### src/rtl/uart_pkg.sv
// rtl/uart_pkg.sv - shared state type and register map for mmio_uart_tx (UART_PARITY_EN adds the PARITY state)
package uart_pkg;

    typedef enum logic [2:0] {
        ST_IDLE   = 3'd0,
        ST_START  = 3'd1,
        ST_DATA   = 3'd2,
`ifdef UART_PARITY_EN
        ST_PARITY = 3'd3,
`endif
        ST_STOP   = 3'd4
    } uart_state_e;

    localparam logic [1:0] REG_DATA   = 2'd0;
    localparam logic [1:0] REG_STATUS = 2'd1;
    localparam logic [1:0] REG_DIV    = 2'd2;

    localparam int STAT_BUSY      = 0;
    localparam int STAT_FULL      = 1;
    localparam int STAT_EMPTY     = 2;
    localparam int STAT_OVF       = 3;
    localparam int STAT_COUNT_LSB = 8;

endpackage

### src/rtl/sync_fifo.sv
// rtl/sync_fifo.sv - first-word fall-through synchronous FIFO with occupancy count
module sync_fifo #(
    parameter int WIDTH = 8,
    parameter int DEPTH = 8
) (
    input  logic                     clk,
    input  logic                     resetn,
    input  logic                     push,
    input  logic [WIDTH-1:0]         wdata,
    input  logic                     pop,
    output logic [WIDTH-1:0]         rdata,
    output logic                     full,
    output logic                     empty,
    output logic [$clog2(DEPTH):0]   count
);

    localparam int AW = $clog2(DEPTH);
    localparam int CW = AW + 1;

    logic [WIDTH-1:0] mem [DEPTH];
    logic [AW-1:0]    wptr;
    logic [AW-1:0]    rptr;
    logic [CW-1:0]    cnt;
    logic             do_push;
    logic             do_pop;

    assign full    = (cnt == CW'(DEPTH));
    assign empty   = (cnt == '0);
    assign count   = cnt;
    assign rdata   = mem[rptr];
    assign do_pop  = pop && !empty;
    // A simultaneous pop frees the slot, so a push while full still lands.
    assign do_push = push && (!full || do_pop);

    always_ff @(posedge clk) begin
        if (do_push) begin
            mem[wptr] <= wdata;
        end
    end

    always_ff @(posedge clk) begin
        if (!resetn) begin
            wptr <= '0;
            rptr <= '0;
            cnt  <= '0;
        end else begin
            if (do_push) begin
                wptr <= wptr + AW'(1);
            end
            if (do_pop) begin
                rptr <= rptr + AW'(1);
            end
            case ({do_push, do_pop})
                2'b10:   cnt <= cnt + CW'(1);
                2'b01:   cnt <= cnt - CW'(1);
                default: cnt <= cnt;
            endcase
        end
    end

endmodule

### src/rtl/mmio_uart_tx.sv
// rtl/mmio_uart_tx.sv - memory-mapped FIFO-fed UART transmitter, 8N1 or 8E1 when UART_PARITY_EN is defined
module mmio_uart_tx
    import uart_pkg::*;
#(
    parameter logic [31:0] BASE_ADDR   = 32'hFFFF_0000,
    parameter int          FIFO_DEPTH  = 8,
    parameter logic [15:0] DEFAULT_DIV = 16'd434
) (
    input  logic        clk,
    input  logic        reset,
    input  logic        we,
    input  logic [31:0] a,
    input  logic [31:0] wd,
    output logic [31:0] rd,
    output logic        sel,
    output logic        tx,
    output logic        irq
);

    localparam int CW = $clog2(FIFO_DEPTH) + 1;

    uart_state_e   state_q, state_d;
    logic [15:0]   div_q;
    logic [15:0]   baud_q, baud_d;
    logic [15:0]   reload;
    logic          tick;
    logic [2:0]    bit_q, bit_d;
    logic [7:0]    shift_q, shift_d;
    logic          tx_q, tx_d;
    logic          ovf_q;
    logic          pop;
    logic          full;
    logic          empty;
    logic [CW-1:0] count;
    logic [7:0]    fifo_data;
    logic          wr_data;
    logic          wr_status;
    logic          wr_div;
    logic [31:0]   status;
    logic          unused_bits;

    assign sel       = (a[31:4] == BASE_ADDR[31:4]);
    assign wr_data   = we && sel && (a[3:2] == REG_DATA);
    assign wr_status = we && sel && (a[3:2] == REG_STATUS);
    assign wr_div    = we && sel && (a[3:2] == REG_DIV);
    assign unused_bits = ^{a[1:0], wd[31:16]};

    sync_fifo #(
        .WIDTH (8),
        .DEPTH (FIFO_DEPTH)
    ) u_fifo (
        .clk    (clk),
        .resetn (reset),
        .push   (wr_data),
        .wdata  (wd[7:0]),
        .pop    (pop),
        .rdata  (fifo_data),
        .full   (full),
        .empty  (empty),
        .count  (count)
    );

    always_ff @(posedge clk) begin
        if (!reset) begin
            div_q <= DEFAULT_DIV;
            ovf_q <= 1'b0;
        end else begin
            if (wr_div) begin
                div_q <= (wd[15:0] == 16'd0) ? 16'd1 : wd[15:0];
            end
            if (wr_data && full && !pop) begin
                ovf_q <= 1'b1;
            end else if (wr_status && wd[STAT_OVF]) begin
                ovf_q <= 1'b0;
            end
        end
    end

    assign reload = div_q - 16'd1;
    assign tick   = (baud_q == 16'd0);

    always_comb begin
        state_d = state_q;
        baud_d  = baud_q;
        bit_d   = bit_q;
        shift_d = shift_q;
        pop     = 1'b0;
        tx_d    = 1'b1;
        case (state_q)
            ST_IDLE: begin
                if (!empty) begin
                    pop     = 1'b1;
                    shift_d = fifo_data;
                    state_d = ST_START;
                    baud_d  = reload;
                end
            end
            ST_START: begin
                if (tick) begin
                    state_d = ST_DATA;
                    bit_d   = 3'd0;
                    baud_d  = reload;
                end else begin
                    baud_d = baud_q - 16'd1;
                end
            end
            ST_DATA: begin
                if (tick) begin
                    baud_d = reload;
                    if (bit_q == 3'd7) begin
`ifdef UART_PARITY_EN
                        state_d = ST_PARITY;
`else
                        state_d = ST_STOP;
`endif
                    end else begin
                        bit_d = bit_q + 3'd1;
                    end
                end else begin
                    baud_d = baud_q - 16'd1;
                end
            end
`ifdef UART_PARITY_EN
            ST_PARITY: begin
                if (tick) begin
                    state_d = ST_STOP;
                    baud_d  = reload;
                end else begin
                    baud_d = baud_q - 16'd1;
                end
            end
`endif
            ST_STOP: begin
                if (tick) begin
                    state_d = ST_IDLE;
                end else begin
                    baud_d = baud_q - 16'd1;
                end
            end
            default: state_d = ST_IDLE;
        endcase

        // The shift register is indexed rather than shifted so parity can see all 8 bits.
        case (state_d)
            ST_START:  tx_d = 1'b0;
            ST_DATA:   tx_d = shift_d[bit_d];
`ifdef UART_PARITY_EN
            ST_PARITY: tx_d = ^shift_d;
`endif
            default:   tx_d = 1'b1;
        endcase
    end

    always_ff @(posedge clk) begin
        if (!reset) begin
            state_q <= ST_IDLE;
            baud_q  <= 16'd0;
            bit_q   <= 3'd0;
            shift_q <= 8'd0;
            tx_q    <= 1'b1;
        end else begin
            state_q <= state_d;
            baud_q  <= baud_d;
            bit_q   <= bit_d;
            shift_q <= shift_d;
            tx_q    <= tx_d;
        end
    end

    assign tx  = tx_q;
    assign irq = empty && (state_q == ST_IDLE);

    always_comb begin
        status                         = 32'd0;
        status[STAT_BUSY]              = (state_q != ST_IDLE);
        status[STAT_FULL]              = full;
        status[STAT_EMPTY]             = empty;
        status[STAT_OVF]               = ovf_q;
        status[STAT_COUNT_LSB +: 8]    = 8'(count);
    end

    always_comb begin
        rd = 32'd0;
        if (sel) begin
            case (a[3:2])
                REG_STATUS: rd = status;
                REG_DIV:    rd = {16'd0, div_q};
                default:    rd = 32'd0;
            endcase
        end
    end

endmodule

### config.mk
export PLATFORM = sky130hd
export DESIGN_NAME = mmio_uart_tx
export DESIGN_NICKNAME = d
export VERILOG_FILES = /design/src/rtl/uart_pkg.sv /design/src/rtl/sync_fifo.sv /design/src/rtl/mmio_uart_tx.sv
export SDC_FILE = /design/constraint.sdc
export NUM_CORES = 1
export LEC_CHECK = 0
export CORE_UTILIZATION = 47
export DETAILED_ROUTE_END_ITERATION = 7
export HOLD_SLACK_MARGIN = 0.12
export PLACE_DENSITY = 0.72
export SLEW_MARGIN = 20
export SYNTH_ARGS = -nofsm -noshare
export SYNTH_HDL_FRONTEND = slang
export SYNTH_SLANG_ARGS = --single-unit
### constraint.sdc
create_clock -name clk -period 4 [get_ports clk]
set_input_delay 0.8 -clock clk [delete_from_list [all_inputs] [get_ports clk]]
set_output_delay 0.8 -clock clk [all_outputs]
set_load 0.01 [all_outputs]
After elaboration in Yosys (flattened, before gate mapping)
Memory sizes are Yosys's and may differ from the RTL's. A register that Yosys moved wholly into a read port is not among the register bits.
Cells that the tools add are included.
{"block": "totals", "n_memories": 1, "regBits": 58, "out_inout_bits": 35, "ram_bits": 64}
{"memory": "u_fifo.mem", "words": 8, "width": 8, "read_ports": 1, "rd_ports_with_merged_regs": 1, "write_ports": 1, "line": "sync_fifo.sv:20", "rtl": "logic [WIDTH-1:0] mem [DEPTH];"}
{"block": "op_classes", "reduce_logical": 25, "n_eq_ne": 14, "muxes": 31, "magnitude_cmp": 1, "addsub": 7}
{"operator": "16-bit two-way mux", "count": 5}
{"operator": "16-bit one-hot mux with 3 select lines", "count": 1}
{"operator": "16-bit logical NOT", "count": 2}
{"operator": "16-bit one-hot mux with 2 select lines", "count": 1}
{"operator": "16-bit by 1-bit subtractor with 16-bit output (second input constant)", "count": 2}
{"operator": "3-bit two-way mux", "count": 10}
{"operator": "28-bit == test (second input constant)", "count": 1}
{"operator": "8-bit two-way mux", "count": 2}
{"operator": "3-bit one-hot mux with 4 select lines", "count": 1}
{"operator": "1-bit logical AND", "count": 10}
{"operator": "3-bit by 1-bit adder with 3-bit output (second input constant)", "count": 3}
{"operator": "4-bit one-hot mux with 2 select lines", "count": 1}
{"operator": "1-bit two-way mux", "count": 7}
{"operator": "3-bit by 1-bit == test with 1-bit output (second input constant)", "count": 2}
{"operator": "3-bit by 2-bit == test with 1-bit output (second input constant)", "count": 2}
{"operator": "3-bit == test (second input constant)", "count": 2}
{"operator": "3-bit one-hot mux with 2 select lines", "count": 1}
{"operator": "3-bit nonzero test", "count": 2}
{"operator": "4-bit by 1-bit adder with 4-bit output (second input constant)", "count": 1}
{"operator": "2-bit by 1-bit == test with 1-bit output (second input constant)", "count": 2}
{"operator": "2-bit == test (second input constant)", "count": 2}
{"operator": "4-bit == test (second input constant)", "count": 1}
{"operator": "4-bit logical NOT", "count": 1}
{"operator": "3-bit by 4-bit < comparator with 1-bit output (second input constant)", "count": 1}
{"operator": "11 further kinds", "count": 15}

Depth between registers and ports, before layout
Gate-level depths: netlist (run 1).
{"block": "logic_depth", "ltp_word": 8, "ltp_mapped": 11}

Hierarchy
A second synthesis (run 1) with hierarchy kept.
{"block": "unflattened", "cells_unflattened": 615, "area_unflattened_um2": 6525.0}
{"module": "mmio_uart_tx", "cells_per_inst": 439, "seq_area_each_um2": 960.9, "n_inst": 1, "area_each_um2": 3320.7}
{"module": "sync_fifo", "cells_per_inst": 176, "seq_area_each_um2": 2182.1, "n_inst": 1, "area_each_um2": 3204.3}

Worst setup path after synthesis (run 1)
Ideal clock, no wire load.
{"block": "synth_timing", "path_kind": "in2reg", "startpoint": "input port a[31]", "endpoint": "register u_fifo.cnt[2], in the netlist u_fifo.count[2]", "path_slack_ns": 0.725, "required_ns": 3.929, "arrival_time_ns": 3.205, "stages": 11, "path_cell_list": "nand4_1 or3_1 nor2_1 nand4b_1 ha_1 xor2_1 ha_1 a21oi_1 xor2_1 or3_1 a21oi_1"}
{"block": "synth_via", "elab_chain_len": 6, "elab_cells_between_ends": 8, "cone_classes": "eq/ne (3); mux (1); reduce/logical (4)"}
{"element": "start: declaration", "line": "mmio_uart_tx.sv:12", "rtl": "input logic [31:0] a,"}
{"element": "28-bit == test (*)", "line": "mmio_uart_tx.sv:42", "rtl": "assign sel = (a[31:4] == BASE_ADDR[31:4]);"}
{"element": "via sel", "line": "mmio_uart_tx.sv:15", "rtl": "output logic sel,"}
{"element": "1-bit logical AND (*) (2 in a row)", "line": "mmio_uart_tx.sv:43", "rtl": "assign wr_data = we && sel && (a[3:2] == REG_DATA);"}
{"element": "1-bit logical AND (*)", "line": "sync_fifo.sv:33", "rtl": "assign do_push = push && (!full || do_pop);"}
{"element": "2-bit by 1-bit == test with 1-bit output or 2-bit == test (tied branches)", "line": "sync_fifo.sv:53", "rtl": "case ({do_push, do_pop})"}
{"element": "4-bit one-hot mux with 2 select lines or 2-bit nonzero test (tied branches)"}
{"element": "end signal: assignment", "line": "sync_fifo.sv:54", "rtl": "2'b10: cnt <= cnt + CW'(1);"}
{"element": "end signal: assignment", "line": "sync_fifo.sv:55", "rtl": "2'b01: cnt <= cnt - CW'(1);"}
{"element": "end signal: assignment", "line": "sync_fifo.sv:56", "rtl": "default: cnt <= cnt;"}
{"element": "end: declaration", "line": "sync_fifo.sv:23", "rtl": "logic [CW-1:0] cnt;"}
The timed path passes the listed nets; every way through them passes the cells marked *.
A chain may end at the register's enable or synchronous reset.

Final worst setup path (run 1)
{"block": "layout_timing", "startpoint": "input port a[10]", "endpoint": "output port rd[10]"}
{"block": "layout_via", "elab_chain_len": 2}
{"element": "28-bit == test", "line": "mmio_uart_tx.sv:42"}
{"element": "16-bit two-way mux", "line": "mmio_uart_tx.sv:184", "rtl": "if (sel) begin"}
{"element": "end: declaration", "line": "mmio_uart_tx.sv:14", "rtl": "output logic [31:0] rd,"}
No other way between the ends.

==> impl_metrics.csv, run 1 <==
group,metric,value,unit
sta,final_max_slew_viol_count,0,
clock_network,cts_buffers,17,
global_route,grt_antenna_before_repair,0,
placement,dp_hpwl,10.0,mm
logic_synthesis,synth.avg_cell_area,10.5,um^2
layout,nNetsFinal,737,
placement,place.gp.congestion,0.862,
layout,multi_input_area,0.00277,mm^2
clock_network,cts_resized,0,
clock_network,cts_tree,"built",
sta,fmax,0.263,GHz
clock_network,post-cts-setup-buffers,0,
critical_path,worstReg2RegStart,"baud_q[6]$_SDFFE_PN0P_",
layout,utilization,0.600,
pwr,ir_worst_vdd,0.290,mV
die,ioPinCount,102,
logic_synthesis,synth_cell_types,56,
sta,timing.final.crit_share,0.952,
sta,skew,0.00515,ns
die,die_area,0.0136,mm^2
die,die_h,116,um
clock_network,clock_path_buffers,2,
logic_synthesis,yosys.area.top_type,"edfxtp_1",
pwr,p_leak,2.60,nW
sta,hold_ws,0.456,ns
pwr,power.density,390,mW/mm^2
logic_synthesis,synth_area_leaders,"edfxtp_1 (31%), dfxtp_1 (20%), mux4_2 (5.9%), nor2_1 (4.0%), a21oi_1 (3.5%)",
logic_synthesis,yosysWarnings,0,
sta,hold_viol_final,0,
layout,fillCellCount,1044,
hold_path,min_path_type,"reg2reg",
sta,setup_slack,0.191,ns
global_route,grt_max_degree,34,
clock_network,clock_sinks,125,
critical_path,path_class,"in2out",
layout,layout_commonest_cell,"clkdlybuf4s50_1",
drt,routed_wl,14.6,mm
die,die_w,116,um
global_route,grt_overflow_total,0,
logic_synthesis,yosysTopAreaCellShare,0.312,
logic_synthesis,synthCells,588,
run_status,status,"finished, final reports clean",
layout,n_antenna_cell,0,
layout,area_delta_synth_final,23.5,%
sta,tightest_slew,0.837,ns
sta,setup-violations-final,0,
drt,vias,4957,
critical_path,cp.arrival,3.01,ns
clock_network,clk_pin_slew,0.07,ns
die,fp-row-count,41,
critical_path,path_max_fanout,8,
logic_synthesis,postSynth.asyncResetShare,0,
placement,dp_slack,0.184,ns
drt,first_iter_violations,297,
job,drv_cap,0,
clock_network,postCtsHoldBufs,0,
layout,final_cells,843,
global_route,grt_pass1_wl,23.6,mm
critical_path,startpoint,"a[10]",
drt,drt-vias-per-instance,5.88,
sta,period_minus_slack,3.81,ns
logic_synthesis,synth-main-ff-cell,"edfxtp_1",
critical_path,crit_end,"rd[10]",
critical_path,end_kind,"primary output",
logic_synthesis,synth_edf_count,64,
drt,antenna_left,0,
critical_path,reg2reg_slack,1.03,ns
placement,place_inst,811,
sta,slew_headroom,0.441,
placement,io_buffer_count,67,
critical_path,reg2reg_depth,6,
drt,wl_per_cell,17.4,um
clock_network,cts_root_buf,"clkbuf_16",
die,core,0.0127,mm^2
logic_synthesis,ys_ff_latch,125,
layout,layout_common_cells,"clkdlybuf4s50_1 (67), nor2_1 (65), edfxtp_1 (64)",
die,start_util,0.486,
logic_synthesis,synth_seq_area_share,0.511,
global_route,grt_pass1_vias,4685,
critical_path,r2r_end,"tx$_SDFF_PN1_",
logic_synthesis,syn_area,0.00615,mm^2
drt,dr.pass1.iters,5,
critical_path,cp.required,3.20,ns
critical_path,cp-start-kind,"input pin",
sta,rsz0062_at_grt,"no",
clock_network,h-tree-depth,4,
drt,drc_errors,0,
sta,setup_tns,0,ns
clock_network,insertion_delay,0.42,ns
layout,seq_area,0.00314,mm^2
layout,drive_gt1_frac,0.122,
global_route,gr-usage-all-layers,0.232,
-- cell families after synthesis --
| family | count (synthesis) | share of synthesized area |
|---|---|---|
| buf+inv | 64 | 0.0494 |
| compound gates | 114 | 0.117 |
| flops | 125 | 0.511 |
| simple gates | 219 | 0.181 |
| mux | 35 | 0.0911 |
| xor+xnor | 18 | 0.0256 |
| other cells | 1 | 0.000609 |
| fa+ha+maj | 12 | 0.0244 |
-- worst max-delay path: stages --
cell and delay, ns:
clkdlybuf4s50_1 0.40, nor4b_1 0.40, nand4_1 0.22, nor2_1 0.18, nand2_1 0.21, nor2_1 0.23
clkdlybuf4s50_1 0.57
-- report_power, final --
| part | switching (mW) | total [mW] | internal (mW) | leakage [nW] |
|---|---|---|---|---|
| clock network | 0.680 | 1.52 | 0.842 | 0.289 |
| logic | 0.0465 | 0.0936 | 0.0472 | 1.24 |
| registers | 0.0000000162 | 1.34 | 1.34 | 1.07 |
-- final cells by class --
cell class                 count  area share
inverter                      15     0.00741
multi-input combinational    414       0.365
clock inverter                15      0.0221
clock buffer                  17      0.0560
tap                          172      0.0283
sequential                   125       0.414
timing repair buffer          85       0.108
-- registers in the layout (all words and copies together) (netlist names), named ones only --
register and flops:
baud_q 16, bit_q 3, div_q 16, ovf_q 1, shift_q 8, state_q 3, tx 1, u_fifo.count 4
u_fifo.mem 64, u_fifo.rptr 3, u_fifo.wptr 3
-- Yosys cell counts, types with 9 or more instances --
master    instances
a21oi_1          43
and2_1            9
and3_1            9
buf_4            16
clkbuf_1         27
dfxtp_1          61
edfxtp_1         64
ha_1             12
inv_1            15
mux2i_1          11
mux4_2           16
nand2_1          28
nand3_1          24
nand4_1          10
nor2_1           65
nor3_1           19
nor4_1           19
o21ai_0          27
xnor2_1           9
xor2_1            9
-- per-layer routing --
layer / up-vias / track usage / part of all wire
li1: 2320 / - / -
met1: 2397 / 0.298 / 0.43
met2: 205 / 0.374 / 0.48
met3: 35 / 0.0612 / 0.061
met4: 0 / 0.0949 / 0.028
met5: - / 0 / 0
-- metrics by stage --
stage               instance area, um^2  total power [mW]
floorplan                          6210              1.41
global placement                   7010              1.46
detailed placement                 7010              1.47
CTS                                7600              2.97
global route                       7600              3.04
finish                             7600              2.96
-- worst min path at each step --
stage | startpoint | end | slack [ns] | cells after the start
detailed placement | div_q[14]$_SDFFE_PN0P_ | div_q[14]$_SDFFE_PN0P_ | 0.45 | 2
CTS | div_q[14]$_SDFFE_PN0P_ | div_q[14]$_SDFFE_PN0P_ | 0.46 | 2
global placement | div_q[14]$_SDFFE_PN0P_ | div_q[14]$_SDFFE_PN0P_ | 0.44 | 2
floorplan | ovf_q$_SDFFE_PN0P_ | ovf_q$_SDFFE_PN0P_ | 0.43 | 2
global route | div_q[14]$_SDFFE_PN0P_ | div_q[14]$_SDFFE_PN0P_ | 0.48 | 2
finish | div_q[14]$_SDFFE_PN0P_ | div_q[14]$_SDFFE_PN0P_ | 0.46 | 2
Note: power is estimated with default switching activity, not from simulation.
==> run 2: changes to the inputs <==
--- a/config.mk
+++ b/config.mk
@@ -5,10 +5,12 @@
 export SDC_FILE = /design/constraint.sdc
 export NUM_CORES = 1
 export LEC_CHECK = 0
+export CORE_MARGIN = 4
 export CORE_UTILIZATION = 47
 export DETAILED_ROUTE_END_ITERATION = 7
 export HOLD_SLACK_MARGIN = 0.12
 export PLACE_DENSITY = 0.72
+export SKIP_CTS_REPAIR_TIMING = 1
 export SLEW_MARGIN = 20
 export SYNTH_ARGS = -nofsm -noshare
 export SYNTH_HDL_FRONTEND = slang
==> impl_metrics.csv, run 2 (synthesized netlist as in run 1, its figures left out) <==
group,metric,value,unit
layout,area_delta_synth_final,23.7,%
global_route,grt_antenna_before_repair,0,
drt,dr.pass1.iters,5,
clock_network,insertion_delay,0.42,ns
critical_path,path_class,"in2out",
drt,wl_per_cell,17.4,um
clock_network,clock_path_buffers,2,
placement,dp_hpwl,10.4,mm
layout,top_regs,"u_fifo.mem x64, baud_q x16, div_q x16",
drt,drt-vias-per-instance,5.77,
global_route,grt_pass1_vias,4738,
layout,layout_commonest_cell,"clkdlybuf4s50_1",
hold_path,hold_depth,2,
global_route,grt_max_degree,50,
drt,drc_errors,0,
critical_path,reg2reg_depth,10,
critical_path,cp.arrival,2.92,ns
drt,vias,4878,
sta,fmax,0.269,GHz
critical_path,cp-start-kind,"input pin",
die,ioPinCount,102,
pwr,p_leak,2.61,nW
sta,period_minus_slack,3.72,ns
sta,timing.final.crit_share,0.930,
global_route,gr-usage-all-layers,0.207,
global_route,grt_overflow_total,0,
die,start_util,0.484,
drt,routed_wl,14.7,mm
drt,first_iter_violations,405,
pwr,finalPower,2.99,mW
sta,rsz0062_at_grt,"no",
pwr,power.density,392,mW/mm^2
placement,place.gp.congestion,0.829,
sta,final_max_slew_viol_count,0,
clock_network,cts_buffers,17,
placement,io_buffer_count,67,
pwr,ir_worst_vdd,0.269,mV
layout,n_antenna_cell,0,
sta,slew_headroom,0.436,
sta,setup_tns,0,ns
clock_network,clock_sinks,125,
job,drv_cap,0,
clock_network,cts_tree,"built",
sta,hold_ws,0.462,ns
die,core,0.0127,mm^2
critical_path,end_kind,"primary output",
die,die_area,0.0150,mm^2
run_status,status,"finished, final reports clean",
sta,skew,0.00907,ns
clock_network,clk_pin_slew,0.05,ns
die,fp-row-count,41,
die,die_h,122,um
layout,largest_reg_flops,64,
sta,hold_viol_final,0,
drt,antenna_left,0,
critical_path,cp.required,3.20,ns
layout,layout_common_cells,"clkdlybuf4s50_1 (67), nor2_1 (65), edfxtp_1 (64)",
global_route,grt_pass1_wl,23.7,mm
layout,fillCellCount,1058,
layout,regMostFlops,"u_fifo.mem",
die,die_w,122,um
clock_network,h-tree-depth,4,
sta,tightest_slew,0.845,ns
hold_path,min_path_type,"reg2reg",
layout,nNetsFinal,740,
critical_path,path_max_fanout,8,
clock_network,cts_root_buf,"clkbuf_16",
layout,drive_gt1_frac,0.125,
sta,setup-violations-final,0,
[run 2: power by group]
| group | switching [mW] | internal, mW |
|---|---|---|
| clock network | 0.606 | 0.941 |
| logic | 0.0464 | 0.0484 |
| registers | 0.0000000159 | 1.35 |
| total | 0.652 | 2.33 |
[run 2: final timing paths]
kind,from,to,slack (ns)
worst max-delay path,a[11],rd[8],0.28
worst min-delay path,ovf_q$_SDFFE_PN0P_,ovf_q$_SDFFE_PN0P_,0.46
worst max register to register,state_q[2]$_SDFF_PN0_,u_fifo.count[2]$_SDFFE_PN0P_,1.00
worst min register to register,ovf_q$_SDFFE_PN0P_,ovf_q$_SDFFE_PN0P_,0.46
[run 2: area by class of cell]
type                       instances  area [um^2]  share of cell area
sequential                       125         3140               0.413
multi-input combinational        414         2770               0.364
timing repair buffer              88          828               0.109
clock buffer                      18          429              0.0564
tap                              172          215              0.0283
clock inverter                    14          169              0.0222
inverter                          15         56.3             0.00740
[run 2: per-stage QoR]
step | instance area [um^2] | utilization | cells | setup WS, ns
2_1_floorplan | 6210 | - | 603 | 0.725
3_3_place_gp | 7020 | 0.551 | 814 | 0.263
3_5_place_dp | 7020 | 0.551 | 814 | 0.248
4_1_cts | 7610 | 0.598 | 846 | 0.230
5_1_grt | 7610 | 0.598 | 846 | 0.0681
6_report | 7610 | 0.598 | 846 | 0.281
[run 2: worst max-delay path, cell delays in order]
cell and delay, ns:
clkdlybuf4s50_1 0.41, nor4b_1 0.34, nand4_1 0.22, nor2_1 0.18
nand2_1 0.22, nor2_1 0.17, clkdlybuf4s50_1 0.58
[run 2: routing by layer]
metal	track usage	wire length [um]
met5	0	0
met4	0.0728	356
met3	0.0631	978
met2	0.339	7200
met1	0.260	6180
==> run 3: changes to the inputs <==
--- a/config.mk
+++ b/config.mk
@@ -8,8 +8,8 @@
 export CORE_MARGIN = 4
 export CORE_UTILIZATION = 47
 export DETAILED_ROUTE_END_ITERATION = 7
-export HOLD_SLACK_MARGIN = 0.12
 export PLACE_DENSITY = 0.72
+export REMOVE_ABC_BUFFERS = 1
 export SKIP_CTS_REPAIR_TIMING = 1
 export SLEW_MARGIN = 20
 export SYNTH_ARGS = -nofsm -noshare
==> impl_metrics.csv, run 3 (synthesized netlist as in run 1, its figures left out) <==
group,metric,value,unit
layout,largest_reg_flops,64,
clock_network,cts_tree,"built",
pwr,seq_power_share,0.458,
critical_path,path_max_fanout,9,
clock_network,h-tree-depth,4,
run_status,status,"finished, final reports clean",
layout,layout_common_cells,"clkdlybuf4s50_1 (67), nor2_1 (65), edfxtp_1 (64)",
critical_path,cp-start-kind,"input pin",
global_route,grt_max_degree,34,
sta,setup_slack,0.282,ns
layout,nNetsFinal,739,
clock_network,clock_path_buffers,2,
drt,first_iter_violations,528,
critical_path,cp.arrival,2.92,ns
layout,drive_gt1_frac,0.123,
critical_path,reg2reg_slack,0.86,ns
pwr,combPwrFrac,0.032,
sta,final_max_slew_viol_count,0,
sta,setup_tns,0,ns
pwr,p_int,2.27,mW
hold_path,hold_path_startpoint,"div_q[14]$_SDFFE_PN0P_",
pwr,p_leak,2.60,nW
clock_network,cts_root_buf,"clkbuf_16",
die,core,0.0127,mm^2
layout,area_delta_synth_final,23.3,%
critical_path,worstReg2RegStart,"baud_q[2]$_SDFFE_PN0P_",
global_route,grt_pass1_wl,23.8,mm
die,ioPinCount,102,
layout,n_antenna_cell,0,
placement,dp_slack,0.281,ns
critical_path,path_class,"in2out",
die,fp-row-count,41,
clock_network,cts_buffers,17,
global_route,grt_overflow_total,0,
placement,place.gp.congestion,0.857,
pwr,p_clk_frac,0.510,
critical_path,end_kind,"primary output",
pwr,power.density,387,mW/mm^2
pwr,power_switching,0.666,mW
sta,hold_ws,0.461,ns
drt,vias,4897,
global_route,grt_antenna_before_repair,0,
drt,drt-vias-per-instance,5.80,
job,drv_cap,0,
sta,slew_headroom,0.377,
die,die_w,122,um
drt,drc_errors,0,
sta,timing.final.crit_share,0.929,
drt,dr.pass1.iters,7,
die,die_h,122,um
placement,io_buffer_count,67,
critical_path,cp.required,3.20,ns
sta,skew,0.00836,ns
layout,stdcell_area,0.00759,mm^2
pwr,ir_worst_vdd,0.398,mV
sta,period_minus_slack,3.72,ns
sta,rsz0062_at_grt,"no",
global_route,gr-usage-all-layers,0.206,
clock_network,insertion_delay,0.42,ns
drt,routed_wl,14.9,mm
sta,fmax,0.269,GHz
sta,setup-violations-final,0,
layout,layout_commonest_cell,"clkdlybuf4s50_1",
layout,regMostFlops,"u_fifo.mem",
layout,fillCellCount,1089,
layout,top_regs,"u_fifo.mem x64, baud_q x16, div_q x16",
hold_path,min_path_type,"reg2reg",
placement,placed_area,0.00701,mm^2
critical_path,startpoint,"a[10]",
die,die_area,0.0150,mm^2
sta,hold_viol_final,0,
clock_network,clk_pin_slew,0.06,ns
global_route,grt_pass1_vias,4659,
pwr,swShare,0.227,
clock_network,clock_sinks,125,
drt,wl_per_cell,17.6,um
die,start_util,0.484,
placement,dp_hpwl,10.5,mm
drt,antenna_left,0,
sta,tightest_slew,0.926,ns
-- run 3: cell count changes in the layout (fill, tap and decap cells not counted) --
cell,before,now
inv_8,2,3
clkbuf_1,1,0
clkinv_4,1,5
inv_6,8,4
clkinv_1,0,1
bufinv_16,2,1
buf_4,21,20
-- run 3: critical path: stages --
cell and delay [ns]:
clkdlybuf4s50_1 0.40, nor4b_1 0.32, nand4_1 0.23, nor3_2 0.43
and2_1 0.20, clkdlybuf4s50_1 0.54
-- run 3: worst paths after layout --
path,to,cells after the start
setup / recovery,rd[13],6
hold / removal,div_q[14]$_SDFFE_PN0P_,2
setup reg to reg,tx$_SDFF_PN1_,6
hold reg to reg,div_q[14]$_SDFFE_PN0P_,2
-- run 3: cell type report --
| type | count | area [um^2] | area share |
|---|---|---|---|
| multi-input cells | 414 | 2770 | 0.365 |
| inverters | 15 | 56.3 | 0.00742 |
| repair buffers | 87 | 821 | 0.108 |
| clock inverters | 15 | 154 | 0.0203 |
| clock buffers | 17 | 425 | 0.0561 |
| well taps | 172 | 215 | 0.0284 |
| flip-flops and latches | 125 | 3140 | 0.414 |
-- run 3: power by group through the flow --
stage	logic [mW]	registers [mW]	clock network, mW
after floorplan	0.0198	1.37	0
after global placement	0.0897	1.37	0
after detailed placement	0.0922	1.37	0
after CTS	0.0926	1.35	1.52
after global routing	0.100	1.34	1.58
final	0.0930	1.35	1.50
-- run 3: routing by layer --
metal / wire, um / GRT usage / vias up
li1: - / - / 2326
met1: 6360 / 0.278 / 2378
met2: 7390 / 0.324 / 166
met3: 852 / 0.0461 / 27
met4: 282 / 0.0812 / 0
met5: 0 / 0 / -
-- run 3: stage by stage --
step	power (mW)	utilization	cells
global placement	1.46	0.551	813
floorplan	1.39	-	554
CTS	2.96	0.596	845
global route	3.02	0.596	845
finish	2.93	0.596	845
detailed placement	1.46	0.551	813
